===== config.mk =====
export PLATFORM = sky130hd
export DESIGN_NAME = argmax_row_sequencer
export DESIGN_NICKNAME = d
export VERILOG_FILES = /design/src/rtl/argmax_row_sequencer.sv
export SDC_FILE = /design/constraint.sdc
export NUM_CORES = 1
export LEC_CHECK = 0
export ABC_CLOCK_PERIOD_IN_PS = 4000
export CAP_MARGIN = 20
export CORE_MARGIN = 4
export CORE_UTILIZATION = 41
export CTS_CLUSTER_DIAMETER = 50
export CTS_CLUSTER_SIZE = 10
export DETAILED_ROUTE_END_ITERATION = 7
export PLACE_DENSITY = 0.87
export SLEW_MARGIN = 40
export SYNTH_ARGS = -nofsm -noshare
export SYNTH_HDL_FRONTEND = slang
export SYNTH_SLANG_ARGS = --single-unit

===== constraint.sdc =====
create_clock -name clk -period 4 [get_ports clk]
set_clock_uncertainty 0.2 [all_clocks]
set_input_delay 0.8 -clock clk [delete_from_list [all_inputs] [get_ports clk]]
set_output_delay 0.8 -clock clk [all_outputs]
set_load 0.03 [all_outputs]

===== src/rtl/argmax_row_sequencer.sv =====
// Per-row argmax sequencer: streams FEATURE_ROWS product rows and stores each row's max column index.
// Define ARGMAX_SIGNED_EN to compare rd_data elements as two's-complement signed values.
module argmax_row_sequencer #(
    parameter int MAX_ADDRESS_WIDTH = 2,
    parameter int WEIGHT_COLS       = 3,
    parameter int FEATURE_ROWS      = 6,
    parameter int DOT_PROD_WIDTH    = 16,
    localparam int ROW_ADDR_WIDTH   = (FEATURE_ROWS > 1) ? $clog2(FEATURE_ROWS) : 1
) (
    input  logic                                              clk,
    input  logic                                              reset,
    input  logic                                              start,
    output logic                                              busy,
    output logic                                              done,
    output logic                                              rd_en,
    output logic [ROW_ADDR_WIDTH-1:0]                         rd_addr,
    input  logic [WEIGHT_COLS-1:0][DOT_PROD_WIDTH-1:0]        rd_data,
    output logic [FEATURE_ROWS-1:0][MAX_ADDRESS_WIDTH-1:0]    max_addi_ans
);

    typedef enum logic [1:0] {
        IDLE,
        RUN,
        DRAIN,
        DONE
    } state_t;

    localparam logic [ROW_ADDR_WIDTH-1:0] LAST_ROW = ROW_ADDR_WIDTH'(FEATURE_ROWS - 1);

    state_t                         state;
    state_t                         state_nxt;
    logic [ROW_ADDR_WIDTH-1:0]      row_cnt;
    logic                           cap_valid;
    logic [ROW_ADDR_WIDTH-1:0]      cap_tag;
    logic [MAX_ADDRESS_WIDTH-1:0]   row_argmax;
    logic                           run_accept;

    function automatic logic col_gt(input logic [DOT_PROD_WIDTH-1:0] a,
                                    input logic [DOT_PROD_WIDTH-1:0] b);
`ifdef ARGMAX_SIGNED_EN
        return $signed(a) > $signed(b);
`else
        return a > b;
`endif
    endfunction

    always_ff @(posedge clk) begin
        if (reset) begin
            state <= IDLE;
        end else begin
            state <= state_nxt;
        end
    end

    always_comb begin
        state_nxt = state;
        busy      = 1'b0;
        done      = 1'b0;
        rd_en     = 1'b0;
        case (state)
            IDLE: begin
                if (start) begin
                    state_nxt = RUN;
                end
            end
            RUN: begin
                busy  = 1'b1;
                rd_en = 1'b1;
                if (row_cnt == LAST_ROW) begin
                    state_nxt = DRAIN;
                end
            end
            DRAIN: begin
                busy      = 1'b1;
                state_nxt = DONE;
            end
            DONE: begin
                done      = 1'b1;
                state_nxt = IDLE;
            end
            default: state_nxt = IDLE;
        endcase
    end

    assign run_accept = (state == IDLE) && start;
    assign rd_addr    = row_cnt;

    // Counter parks on the last row so rd_addr never leaves the valid range.
    always_ff @(posedge clk) begin
        if (reset) begin
            row_cnt <= '0;
        end else if (run_accept) begin
            row_cnt <= '0;
        end else if ((state == RUN) && (row_cnt != LAST_ROW)) begin
            row_cnt <= row_cnt + 1'b1;
        end
    end

    // Linear scan: a later column wins only when strictly greater, so ties keep the lowest index.
    always_comb begin
        logic [DOT_PROD_WIDTH-1:0] best_val;
        best_val   = rd_data[0];
        row_argmax = '0;
        for (int unsigned c = 1; c < WEIGHT_COLS; c++) begin
            if (col_gt(rd_data[c], best_val)) begin
                best_val   = rd_data[c];
                row_argmax = MAX_ADDRESS_WIDTH'(c);
            end
        end
    end

    // Valid/tag trail the read strobe by one cycle to line up with the memory's read latency.
    always_ff @(posedge clk) begin
        if (reset) begin
            cap_valid    <= 1'b0;
            cap_tag      <= '0;
            max_addi_ans <= '0;
        end else begin
            cap_valid <= rd_en;
            cap_tag   <= row_cnt;
            if (run_accept) begin
                max_addi_ans <= '0;
            end else if (cap_valid) begin
                max_addi_ans[cap_tag] <= row_argmax;
            end
        end
    end

endmodule


==> metrics.txt <==
# TYPE chip_impl_metric gauge
chip_impl_info{name="status",value="finished, violations left"} 1
chip_impl_info{name="failed_checks",value="setup timing"} 1
chip_impl_metric{name="finalSetupViolations",unit=""} 12
chip_impl_metric{name="timing.final.max_slew_violations",unit=""} 0
chip_impl_metric{name="fin_nets",unit=""} 410
chip_impl_metric{name="drc",unit=""} 0
chip_impl_metric{name="cts_made_buffers",unit=""} 3
chip_impl_metric{name="number_of_antenna_violations_at_the_first_check_in_global_routing",unit=""} 0
chip_impl_metric{name="cpPeakStageDelay",unit="ns"} 0.37
chip_impl_metric{name="final_critical_path_setup_slack",unit="ns"} -0.192
chip_impl_metric{name="dieHeight",unit="um"} 76.1
chip_impl_info{name="setup.worst_path.start_class",value="input port"} 1
chip_impl_metric{name="die_width",unit="um"} 76.1
chip_impl_metric{name="synthesis.area",unit="sq um"} 1900
chip_impl_metric{name="drt-pass1-iter-count",unit=""} 4
chip_impl_metric{name="cts_hold_repair.buffers",unit=""} 0
chip_impl_metric{name="leakagePower",unit="nW"} 1.47
chip_impl_metric{name="post_drt_wl_per_cell",unit="um"} 19.5
chip_impl_metric{name="register_bit_count_reported_by_yosys",unit=""} 21
chip_impl_metric{name="design.die.area",unit="sq um"} 5800
chip_impl_info{name="clock_tree_from_tritoncts",value="built"} 1
chip_impl_metric{name="totalPowerFinal",unit="W"} 0.000983
chip_impl_metric{name="fin_util",unit="%"} 73.9
chip_impl_metric{name="crit_path_max_fanout",unit=""} 8
chip_impl_metric{name="route.detailed.vias_per_inst",unit=""} 5.67
chip_impl_metric{name="grt_start_max_net_pins",unit=""} 17
chip_impl_info{name="min_from",value="max_addi_ans[5]"} 1
chip_impl_info{name="critical-path-slowest-cell",value="ha_1"} 1
chip_impl_metric{name="synth_cell_types",unit=""} 45
chip_impl_metric{name="grt_pass1_vias",unit=""} 2301
chip_impl_metric{name="drt-initial-drc-count",unit=""} 116
chip_impl_metric{name="critical_path_required",unit="ns"} 3.95
chip_impl_metric{name="arrival_time_reported_for_the_critical_path_endpoint",unit="ns"} 4.14
chip_impl_metric{name="nFillCells",unit=""} 284
chip_impl_info{name="min-delay-path-class",value="reg2reg"} 1
chip_impl_metric{name="cts.clk_slew.worst_paths",unit="ns"} 0.08
chip_impl_metric{name="dp_hpwl",unit="um"} 4170
chip_impl_metric{name="io_buffer_count",unit=""} 68
chip_impl_metric{name="hold-path-cell-count",unit=""} 1
chip_impl_metric{name="max_cap_violations",unit=""} 0
chip_impl_metric{name="final_layout_size_suffix_gt1_share",unit="%"} 37.9
chip_impl_metric{name="worst_vdd_rail_ir_drop",unit="mV"} 0.475
chip_impl_metric{name="cellPowerDensity",unit="nW/um^2"} 301
chip_impl_metric{name="post_dp_cell_area",unit="sq um"} 2740
chip_impl_info{name="synth_top_cells_by_area",value="ha_1, dfxtp_1, mux2i_1"} 1
chip_impl_metric{name="final_hold_vios",unit=""} 0
chip_impl_metric{name="stdcell_area",unit="sq um"} 3260
chip_impl_metric{name="detail_route.wirelength",unit="um"} 7240
chip_impl_info{name="worstReg2RegStart",value="cap_valid"} 1
chip_impl_info{name="critical_path.endpoint_type",value="register"} 1
chip_impl_metric{name="insertion_delay",unit="ns"} 0.26
chip_impl_metric{name="design.portCount",unit=""} 69
chip_impl_info{name="critPathLaunch",value="rd_data[9]"} 1
chip_impl_metric{name="final.min_clock_period",unit="ns"} 4.19
chip_impl_metric{name="overflow",unit=""} 0
chip_impl_metric{name="cts_max_path_buffers",unit=""} 2
chip_impl_metric{name="gpl.final_weighted_congestion",unit=""} 0.835
chip_impl_info{name="top_library_cells_by_usage_in_the_layout_fill_and_taps_aside",value="clkdlybuf4s50_1, buf_4, ha_1"} 1
chip_impl_metric{name="dpl_worst_slack",unit="ns"} -0.830
chip_impl_metric{name="ys_async_sr_fraction",unit="%"} 0
chip_impl_metric{name="effective_utilization_at_floorplan",unit="%"} 43.1
chip_impl_metric{name="worst_slew_pin_slew",unit="ns"} 0.896
chip_impl_info{name="synthDominantAreaCellType",value="ha_1"} 1
chip_impl_metric{name="synthCells",unit=""} 216
chip_impl_metric{name="synth-edff-count",unit=""} 0
chip_impl_info{name="unrepaired_setup_endpoints_after_global_routing",value="yes"} 1
chip_impl_metric{name="layout_overhead_on_the_synthesized_area",unit="%"} 71.5
chip_impl_info{name="layout_commonest_cell",value="clkdlybuf4s50_1"} 1
chip_impl_info{name="path_class",value="in2reg"} 1
chip_impl_info{name="postSynth.topFlopCell",value="dfxtp_1"} 1
chip_impl_metric{name="synth_top_area_share",unit="%"} 25.6
chip_impl_metric{name="reg2regPathDepth",unit=""} 5
chip_impl_metric{name="fp-row-count",unit=""} 24
chip_impl_metric{name="placeableCoreArea",unit="sq um"} 4410
chip_impl_metric{name="via_count",unit=""} 2104
chip_impl_metric{name="yosysSeqAreaShare",unit="%"} 22.1
chip_impl_metric{name="global_route.usage.total",unit="%"} 22.3
chip_impl_metric{name="htree_num_levels",unit=""} 1
chip_impl_metric{name="grt_pass1_wl",unit="um"} 11000
chip_impl_metric{name="ys.warnings.count",unit=""} 0
chip_impl_metric{name="diodes",unit=""} 0
chip_impl_metric{name="fmax",unit="MHz"} 239
chip_impl_metric{name="mapped_nets",unit=""} 306
chip_impl_metric{name="post-route-period-util",unit="%"} 105
chip_impl_info{name="clk_root_buffer_cell",value="clkbuf_8"} 1
chip_impl_info{name="worst_path_most_repeated_cell",value="buf_6"} 1
chip_impl_metric{name="ant_nets",unit=""} 0
chip_impl_metric{name="syn_avg_cell_area",unit="sq um"} 8.81
chip_impl_info{name="timing.critical_path.cells",value="buf_6 -> inv_4 -> ha_4 -> nand4_1 -> buf_4 -> nor2_2 -> a221o_1 -> o31ai_4 -> buf_12 -> buf_6 -> mux2i_1 -> ha_1 -> nand4_4 -> nor4_4 -> and4_4 -> a31oi_4 -> buf_6 -> o31ai_1"} 1
chip_impl_metric{name="max-slew-margin-rel",unit="%"} 39.8
chip_impl_metric{name="clock-sinks",unit=""} 21
## per-layer routing
| layer | GRT usage [%] | routed length [um] | vias up |
|---|---|---|---|
| met3 | 4.26 | 322 | 18 |
| met2 | 42.0 | 3780 | 71 |
| met4 | 7.87 | 171 | 0 |
| li1 | - | - | 1001 |
| met1 | 24.5 | 2970 | 1014 |
| met5 | 0 | 0 | - |
## logic make-up (layout without fill, tap and decap cells)
kind of cell / Yosys count / count (layout) / share of synthesized area, %
AO/OA/AOI/OAI: 43 / 43 / 16.4
XOR/XNOR: 2 / 2 / 0.921
adder cells (fa/ha/maj): 39 / 39 / 25.6
buffers and inverters: 27 / 130 / 6.97
flip-flops: 21 / 21 / 22.1
multiplexers: 17 / 17 / 9.01
AND/OR/NAND/NOR: 67 / 67 / 19.0
## cell type report
| type | instances | area, sq um | share of cell area [%] |
|---|---|---|---|
| repair buffers | 104 | 941 | 28.8 |
| inverters | 22 | 90.1 | 2.76 |
| clock inverters | 1 | 5.00 | 0.153 |
| clock buffers | 3 | 41.3 | 1.27 |
| well taps | 52 | 65.1 | 1.99 |
| multi-input cells | 168 | 1700 | 52.1 |
| flip-flops and latches | 21 | 420 | 12.9 |
## critical path, delay by kind of cell
family | cells | cell delay [ns]
compound gates | 4 | 0.96
fa+ha+maj | 2 | 0.56
buf+inv | 6 | 0.73
mux | 1 | 0.07
simple gates | 5 | 0.99
## flip-flops by register name (all words and copies together) (netlist names)
| name | flops |
|---|---|
| cap_tag | 3 |
| cap_valid | 1 |
| state | 2 |
| rd_addr | 3 |
| max_addi_ans | 12 |
## final timing paths
path	endpoint	slack (ns)
worst max-delay path	max_addi_ans[6]	-0.19
worst min-delay path	max_addi_ans[5]	0.29
worst max register to register	max_addi_ans[8]	1.99
worst min register to register	max_addi_ans[5]	0.29
## power by group
| part | switching (W) | total, W | internal [W] |
|---|---|---|---|
| clock | 0.0000704 | 0.000140 | 0.0000694 |
| combinational | 0.000309 | 0.000579 | 0.000270 |
| sequential | 0.0000287 | 0.000264 | 0.000236 |
## Yosys cell counts, drive strengths merged, types with 3 or more instances
cell type   n
buf         3
nor2b       7
o41ai       3
a21oi      15
ha         39
and3        3
mux2i      16
dfxtp      21
nor4        3
nand4       7
o21ai       4
inv        22
nand3      11
o31ai       4
nor2       13
nand2      15
## stage by stage
| stage | hold slack [ns] | std cells | setup TNS [ns] |
|---|---|---|---|
| 2_1_floorplan | 0.305 | 216 | 0 |
| 3_3_place_gp | 0.254 | 345 | -7.48 |
| 3_5_place_dp | 0.255 | 345 | -8.59 |
| 4_1_cts | 0.292 | 362 | 0 |
| 5_1_grt | 0.321 | 371 | -2.80 |
| 6_report | 0.292 | 371 | -1.40 |
## repair_timing
action / CTS / global route
cloned: 1 / 0
gates resized for setup: 126 / 66
pin swaps: 39 / 27
endpoints found under the setup margin: 12 / 12
buffers inserted: 12 / 9
Note: power is estimated with default switching activity, not from simulation.
